<file path="src/rtl/sipo_word_rx.sv">
// ---------------------------------------------------------------------------
// sipo_word_rx
//
// Serial-in / parallel-out word receiver. A 1-bit serial stream is shifted
// into a WIDTH-bit register while en is high. A bit counter frames the stream
// into WIDTH-bit words. Each completed word is captured into a holding
// register and flagged with word_valid until the consumer acknowledges it.
// Completing a new word while the previous one is still unacknowledged sets
// the sticky overrun flag. align restarts word framing without touching the
// captured word or the handshake state.
//
// Parameters
//   WIDTH      word width in bits (2..32)
//   LSB_FIRST  1: first received bit ends up in word[0] (shift right, new bit
//                 enters at the MSB)
//              0: first received bit ends up in word[WIDTH-1] (shift left,
//                 new bit enters at the LSB)
//
// Ports
//   clk         rising-edge clock
//   clear       synchronous active-high reset; overrides all other inputs
//   en          sample data this cycle
//   data        serial input bit
//   align       restart word framing; the partial word is discarded
//   word_ack    consumer accepts the pending word
//   q           live shift register contents
//   bit_cnt     bits received in the current word, 0..WIDTH-1
//   word        last completed word, held until the next completion
//   word_valid  a completed word is pending
//   overrun     sticky: a pending word was overwritten before it was acked
//
// Every output is driven straight from a register; there is no
// combinational path from any input to any output.
// ---------------------------------------------------------------------------
module sipo_word_rx #(
  parameter int WIDTH     = 8,
  parameter bit LSB_FIRST = 1'b1
) (
  input  logic                     clk,
  input  logic                     clear,
  input  logic                     en,
  input  logic                     data,
  input  logic                     align,
  input  logic                     word_ack,
  output logic [WIDTH-1:0]         q,
  output logic [$clog2(WIDTH)-1:0] bit_cnt,
  output logic [WIDTH-1:0]         word,
  output logic                     word_valid,
  output logic                     overrun
);

  localparam int                CNT_W    = $clog2(WIDTH);
  localparam logic [CNT_W-1:0] CNT_LAST = CNT_W'(WIDTH - 1);
  localparam logic [CNT_W-1:0] CNT_ONE  = CNT_W'(1);

  // Registered state
  logic [WIDTH-1:0] shreg_p0;
  logic [CNT_W-1:0] cnt_p0;
  logic [WIDTH-1:0] word_p0;
  logic             vld_p0;
  logic             ovr_p0;

  // Next-state values
  logic [WIDTH-1:0] shreg_nx;
  logic [CNT_W-1:0] cnt_nx;
  logic [WIDTH-1:0] word_nx;
  logic             vld_nx;
  logic             ovr_nx;

  logic [WIDTH-1:0] shifted;
  logic             complete;

  // Insert one serial bit according to the configured bit order.
  function automatic logic [WIDTH-1:0] shift_in(input logic [WIDTH-1:0] cur,
                                                input logic             b);
    if (LSB_FIRST) begin
      return {b, cur[WIDTH-1:1]};
    end else begin
      return {cur[WIDTH-2:0], b};
    end
  endfunction

  // True when the bit being sampled now is the last bit of a word.
  function automatic logic is_last_bit(input logic [CNT_W-1:0] cnt);
    return (cnt == CNT_LAST);
  endfunction

  always_comb begin
    shreg_nx = shreg_p0;
    cnt_nx   = cnt_p0;
    word_nx  = word_p0;
    vld_nx   = vld_p0;
    ovr_nx   = ovr_p0;
    complete = 1'b0;

    // The captured word must include the bit sampled in the completing
    // cycle, so it is taken from the shifted value, not from shreg_p0.
    shifted = shift_in(shreg_p0, data);

    if (en) begin
      shreg_nx = shifted;
    end

    // align takes precedence over completion: a bit sampled together with
    // align is the first bit of a fresh word, never the last of an old one.
    if (align) begin
      cnt_nx = en ? CNT_ONE : '0;
    end else if (en) begin
      if (is_last_bit(cnt_p0)) begin
        cnt_nx   = '0;
        complete = 1'b1;
      end else begin
        cnt_nx = cnt_p0 + CNT_ONE;
      end
    end

    // A completion coinciding with word_ack consumes the old word and keeps
    // word_valid high for the new one. Without the ack, the old word is lost.
    if (complete) begin
      word_nx = shifted;
      vld_nx  = 1'b1;
      if (vld_p0 && !word_ack) begin
        ovr_nx = 1'b1;
      end
    end else if (word_ack) begin
      // An ack with nothing pending leaves vld_p0 at zero anyway.
      vld_nx = 1'b0;
    end
  end

  // ---- register stage p0 ----
  always_ff @(posedge clk) begin
    if (clear) begin
      shreg_p0 <= '0;
      cnt_p0   <= '0;
      word_p0  <= '0;
      vld_p0   <= 1'b0;
      ovr_p0   <= 1'b0;
    end else begin
      shreg_p0 <= shreg_nx;
      cnt_p0   <= cnt_nx;
      word_p0  <= word_nx;
      vld_p0   <= vld_nx;
      ovr_p0   <= ovr_nx;
    end
  end

  assign q          = shreg_p0;
  assign bit_cnt    = cnt_p0;
  assign word       = word_p0;
  assign word_valid = vld_p0;
  assign overrun    = ovr_p0;

endmodule

</file>
<file path="config.mk">
export PLATFORM = sky130hd
export DESIGN_NAME = sipo_word_rx
export DESIGN_NICKNAME = d
export VERILOG_FILES = /design/src/rtl/sipo_word_rx.sv
export SDC_FILE = /design/constraint.sdc
export NUM_CORES = 1
export LEC_CHECK = 0
export ABC_AREA = 1
export CAP_MARGIN = 10
export CORE_MARGIN = 3
export CORE_UTILIZATION = 34
export CTS_BUF_LIST = sky130_fd_sc_hd__clkbuf_2 sky130_fd_sc_hd__clkbuf_4 sky130_fd_sc_hd__clkbuf_8
export CTS_CLUSTER_DIAMETER = 40
export DETAILED_ROUTE_END_ITERATION = 8
export PLACE_DENSITY = 0.63
export SETUP_SLACK_MARGIN = 0.2
export SYNTH_ARGS = -nofsm -noshare
export SYNTH_HDL_FRONTEND = slang
export SYNTH_SLANG_ARGS = --single-unit
export TNS_END_PERCENT = 10
</file>
<file path="constraint.sdc">
create_clock -name clk -period 1.8 [get_ports clk]
set_input_delay 0.27 -clock clk [delete_from_list [all_inputs] [get_ports clk]]
set_output_delay 0.27 -clock clk [all_outputs]
set_load 0.02 [all_outputs]
</file>
Word level (Yosys, flattened, before mapping)
Index checks and enable logic that the tools add are counted.
- add/sub/neg operators: 1
- reduce and logical (&&, ||, !) cells: 5
- muxes and demuxes: 9
- equality and inequality tests: 1
- operators by type and width (operator ; number):
    3-bit 2-to-1 mux ; 3
    1-bit 2-to-1 mux ; 6
    2-bit nonzero test ; 2
    3-bit by 1-bit adder with 3-bit output (second input constant) ; 1
    3-bit == test (second input constant) ; 1
    2-bit AND reduction ; 1
    1-bit logical AND ; 1
    1-bit zero test ; 1
- flip-flop bits (word level): 21
- output and inout port bits: 21
- input bits: 6
- word-level logic and storage cells: 21

Logic depth before layout (Yosys ltp)
- depth after elaboration: 5
- depth in mapped cells: 7
- depth with buffers taken out: 6

Worst setup path after synthesis
Ideal clock, no wire load.
- path type: reg-to-reg
- from: reg cnt_p0[0], in the netlist bit_cnt[0]
- to: reg word_p0[5], in the netlist word[5]
- path slack: 0.452 ns
- setup time: 0.113 ns
- data required time: 1.687 ns
- period minus slack after synthesis: 1.348 ns
- data arrival time: 1.235 ns
- buffers on the path: 1
- stages on the path, launching flop included: 7
- path through: dfxtp_1 > ha_1 > ha_1 > nand3_4 > buf_6 > nor2_1 > nor2_1
- cells in the longest elaborated chain, start to end: 4
- ends and longest elaborated chain (item ; RTL line ; text):
    start, declared ; 58 ; logic [CNT_W-1:0] cnt_p0;
    start signal, assigned ; 141 ; cnt_p0 <= cnt_nx;
    3-bit == test ; 85 ; return (cnt == CNT_LAST);
    1-bit 2-to-1 mux ; 109 ; if (is_last_bit(cnt_p0)) begin
    1-bit 2-to-1 mux ; 108 ; end else if (en) begin
    1-bit 2-to-1 mux ; 106 ; if (align) begin
    end signal, assigned ; 142 ; word_p0 <= word_nx;
    end, declared ; 59 ; logic [WIDTH-1:0] word_p0;
No other way between the ends.
A chain may end at the register's enable or synchronous reset.

Worst setup path after layout
- from: reg shreg_p0[6], in the netlist q[6]
- to: out q[6]
- RTL lines (item ; RTL line ; text):
    start, declared ; 57 ; logic [WIDTH-1:0] shreg_p0;
    start signal, assigned ; 140 ; shreg_p0 <= shreg_nx;
    end, declared ; 45 ; output logic [WIDTH-1:0] q,
No word-level cell between the ends.

==> results.toml <==
[outcome]
status = "finished clean"

[timing]
fin_hold_ws_ps = 470
period_share = 0.883
setup_tns_ps = 0
slew_viol_final = 0
finClkSkew_ps = 3.05
worst_pin_slew_ps = 432
period_needed_ps = 1590
maxSlewHeadroom = 0.712
finalSetupViolCount = 0
fmax_mhz = 629
rsz0062_at_grt = "yes"
finalHoldViolCount = 0

[cells_and_area]
syn2layout_area_growth_pct = 37.5
fill_cells = 242
antennaDiodeCount = 0
fin_nets = 152
stdcell_area_um2 = 1150
layout-drive-gt1-share = 0.0420

[clocking]
htree_levels = 1
cts_buffers = 3
cts_max_path_buffers = 2
hold_buffers = 0
cts.sinks = 21
cts_tree = "yes"
clk_pin_slew_ps = 110
clkLatencyLatePin_ps = 300
cts-root-buf = "clkbuf_4"

[synthesis]
synth_seq_cells = 21
syn_inst = 115
ys_seq_area_frac = 0.505
ys_types = 11
yosys_warnings = 0
syn_nets = 123
avgSynthCellArea_um2 = 7.25
syn_area_um2 = 833

[placement]
port-buffer-count = 26
hpwl_um = 1240
place.gp.congestion = 0.695
postPlaceCellArea_um2 = 1110

[setup_path]
slowest_stage = "clkdlybuf4s50_1"
cp-end-kind = "output pin"
r2r-end = "word[2]"
ff2ff_setup_slack_ps = 500
crit_buf_inv = 1
cpLargestDelayFamily = "buffers and inverters"
cp.arrival_ps = 1320
worstSetupPathType = "reg -> out"
critical_path_required_ps = 1530
critPathLaunchType = "flip-flop"
r2r-start = "bit_cnt[0]"
critPathMaxFanout = 4
max_stage_delay_ps = 620
path_cells = "clkdlybuf4s50_1"
rr_worst_depth = 6

[detailed_routing]
via_count = 769
drt_iter0_drc = 6
dr.pass1.iters = 4
wirelength_um = 1690
top_layer = "met4"
met1_length_um = 808
drt-vias-per-instance = 4.50
wl_met2_um = 761
ant_nets = 0
drc = 0
route.detailed.wl_per_inst_um = 9.89
wl_met3_um = 97

[power_and_ir_drop]
ir_drop_mv = 0.335
internal_power_uw = 622
power_frac_seq = 0.597
share_comb_of_total_power = 0.112
pwr-share-clk = 0.290
p_sw_uw = 200
power.density_nw_per_um2 = 717
leakagePower_uw = 0.000537
switching_share = 0.244

[global_routing]
grt.total_usage = 0.114
grt_max_degree = 18
grt_pass1_vias = 715
grt-ovfl-total = 0
antenna_found_initial = 0
grt_pass1_wl_um = 2920

[floorplan]
ios = 27
die-area_um2 = 3080
start_util = 0.366
die_w_um = 55.5
fp.dieH_um = 55.5
rows = 17
coreArea_um2 = 2280

[worst_hold_path]
min-delay-start = "overrun"
min_path_type = "reg -> reg"
holdPathEnd = "overrun"
min_path_cells = 2

[flow_run]
cap_violations = 0
==> layer usage <==
metal,vias up,global-route usage
li1,407,-
met1,336,0.140
met2,22,0.191
met3,4,0.0234
met4,0,0.0521
met5,-,0
==> layout make-up <==
class	instances	area, µm²	area share
flip-flops and latches	21	420	0.367
multi-input cells	78	343	0.299
repair buffers	27	269	0.235
inverters	13	48.8	0.0426
well taps	28	35.0	0.0306
clock buffers	4	30.0	0.0262
==> registers in the layout, summed over array words and instances, names as in the netlist <==
register    cells
word_valid      1
word            8
overrun         1
q               8
bit_cnt         3
==> logic make-up (layout without fill, tap and decap cells) <==
| kind of cell | Yosys count | count (layout) | share of synthesized area |
|---|---|---|---|
| and+or+nand+nor | 63 | 63 | 0.303 |
| DFF | 21 | 21 | 0.505 |
| buffers and inverters | 16 | 44 | 0.0841 |
| AOI/OAI and AO/OA | 13 | 13 | 0.0781 |
| adders and majority gates | 2 | 2 | 0.0300 |
==> synthesized netlist by cell type, drive strengths merged <==
master   n  share of area
dfxtp   21           0.50
buf      3          0.026
nand3    3          0.033
inv     13          0.059
ha       2          0.030
nand2   21          0.095
nor2    39           0.18
a21oi    4          0.024
o21ai    9          0.054
==> power groups by stage <==
| stage | registers (µW) | logic, µW | clock network, µW |
|---|---|---|---|
| 2_1_floorplan | 516 | 29.8 | 0 |
| 3_3_place_gp | 501 | 92.7 | 0 |
| 3_5_place_dp | 502 | 94.5 | 0 |
| 4_1_cts | 491 | 93.9 | 249 |
| 5_1_grt | 494 | 101 | 267 |
| 6_report | 491 | 92.5 | 239 |
==> placed cells by master (no fill, tap or decap) <==
cell	n
a21oi_1	4
clkbuf_4	4
dlygate4sd2_1	1
clkdlybuf4s50_1	24
dfxtp_1	21
buf_4	1
nor2_1	39
dlymetal6s2s_1	1
inv_1	13
nand3_4	1
nand3_1	2
nand2_1	21
ha_1	2
o21ai_0	9
==> stage by stage <==
step,worst slack [ps],power (µW),cells,util
floorplan,452,546,115,-
global placement,338,594,167,0.490
detailed placement,292,596,167,0.490
CTS,179,835,171,0.502
global route,148,862,171,0.504
finish,211,822,171,0.504
==> worst max-delay path by stage <==
stage | from | endpoint | slack, ps | cells after the start
after global placement | en | word[6] | 340 | 4
after CTS | bit_cnt[0] | bit_cnt[0] | 180 | 1
after global routing | q[2] | q[2] | 150 | 1
after detailed placement | en | word[2] | 290 | 5
final | q[6] | q[6] | 210 | 1
after floorplan | bit_cnt[0] | word[5] | 450 | 6
==> timing repair <==
item | CTS | global route
endpoints found under the setup margin | 4 | 9
gates resized for setup | 1 | 1
buffers inserted | 0 | 0
(Power assumes the default switching activity.)
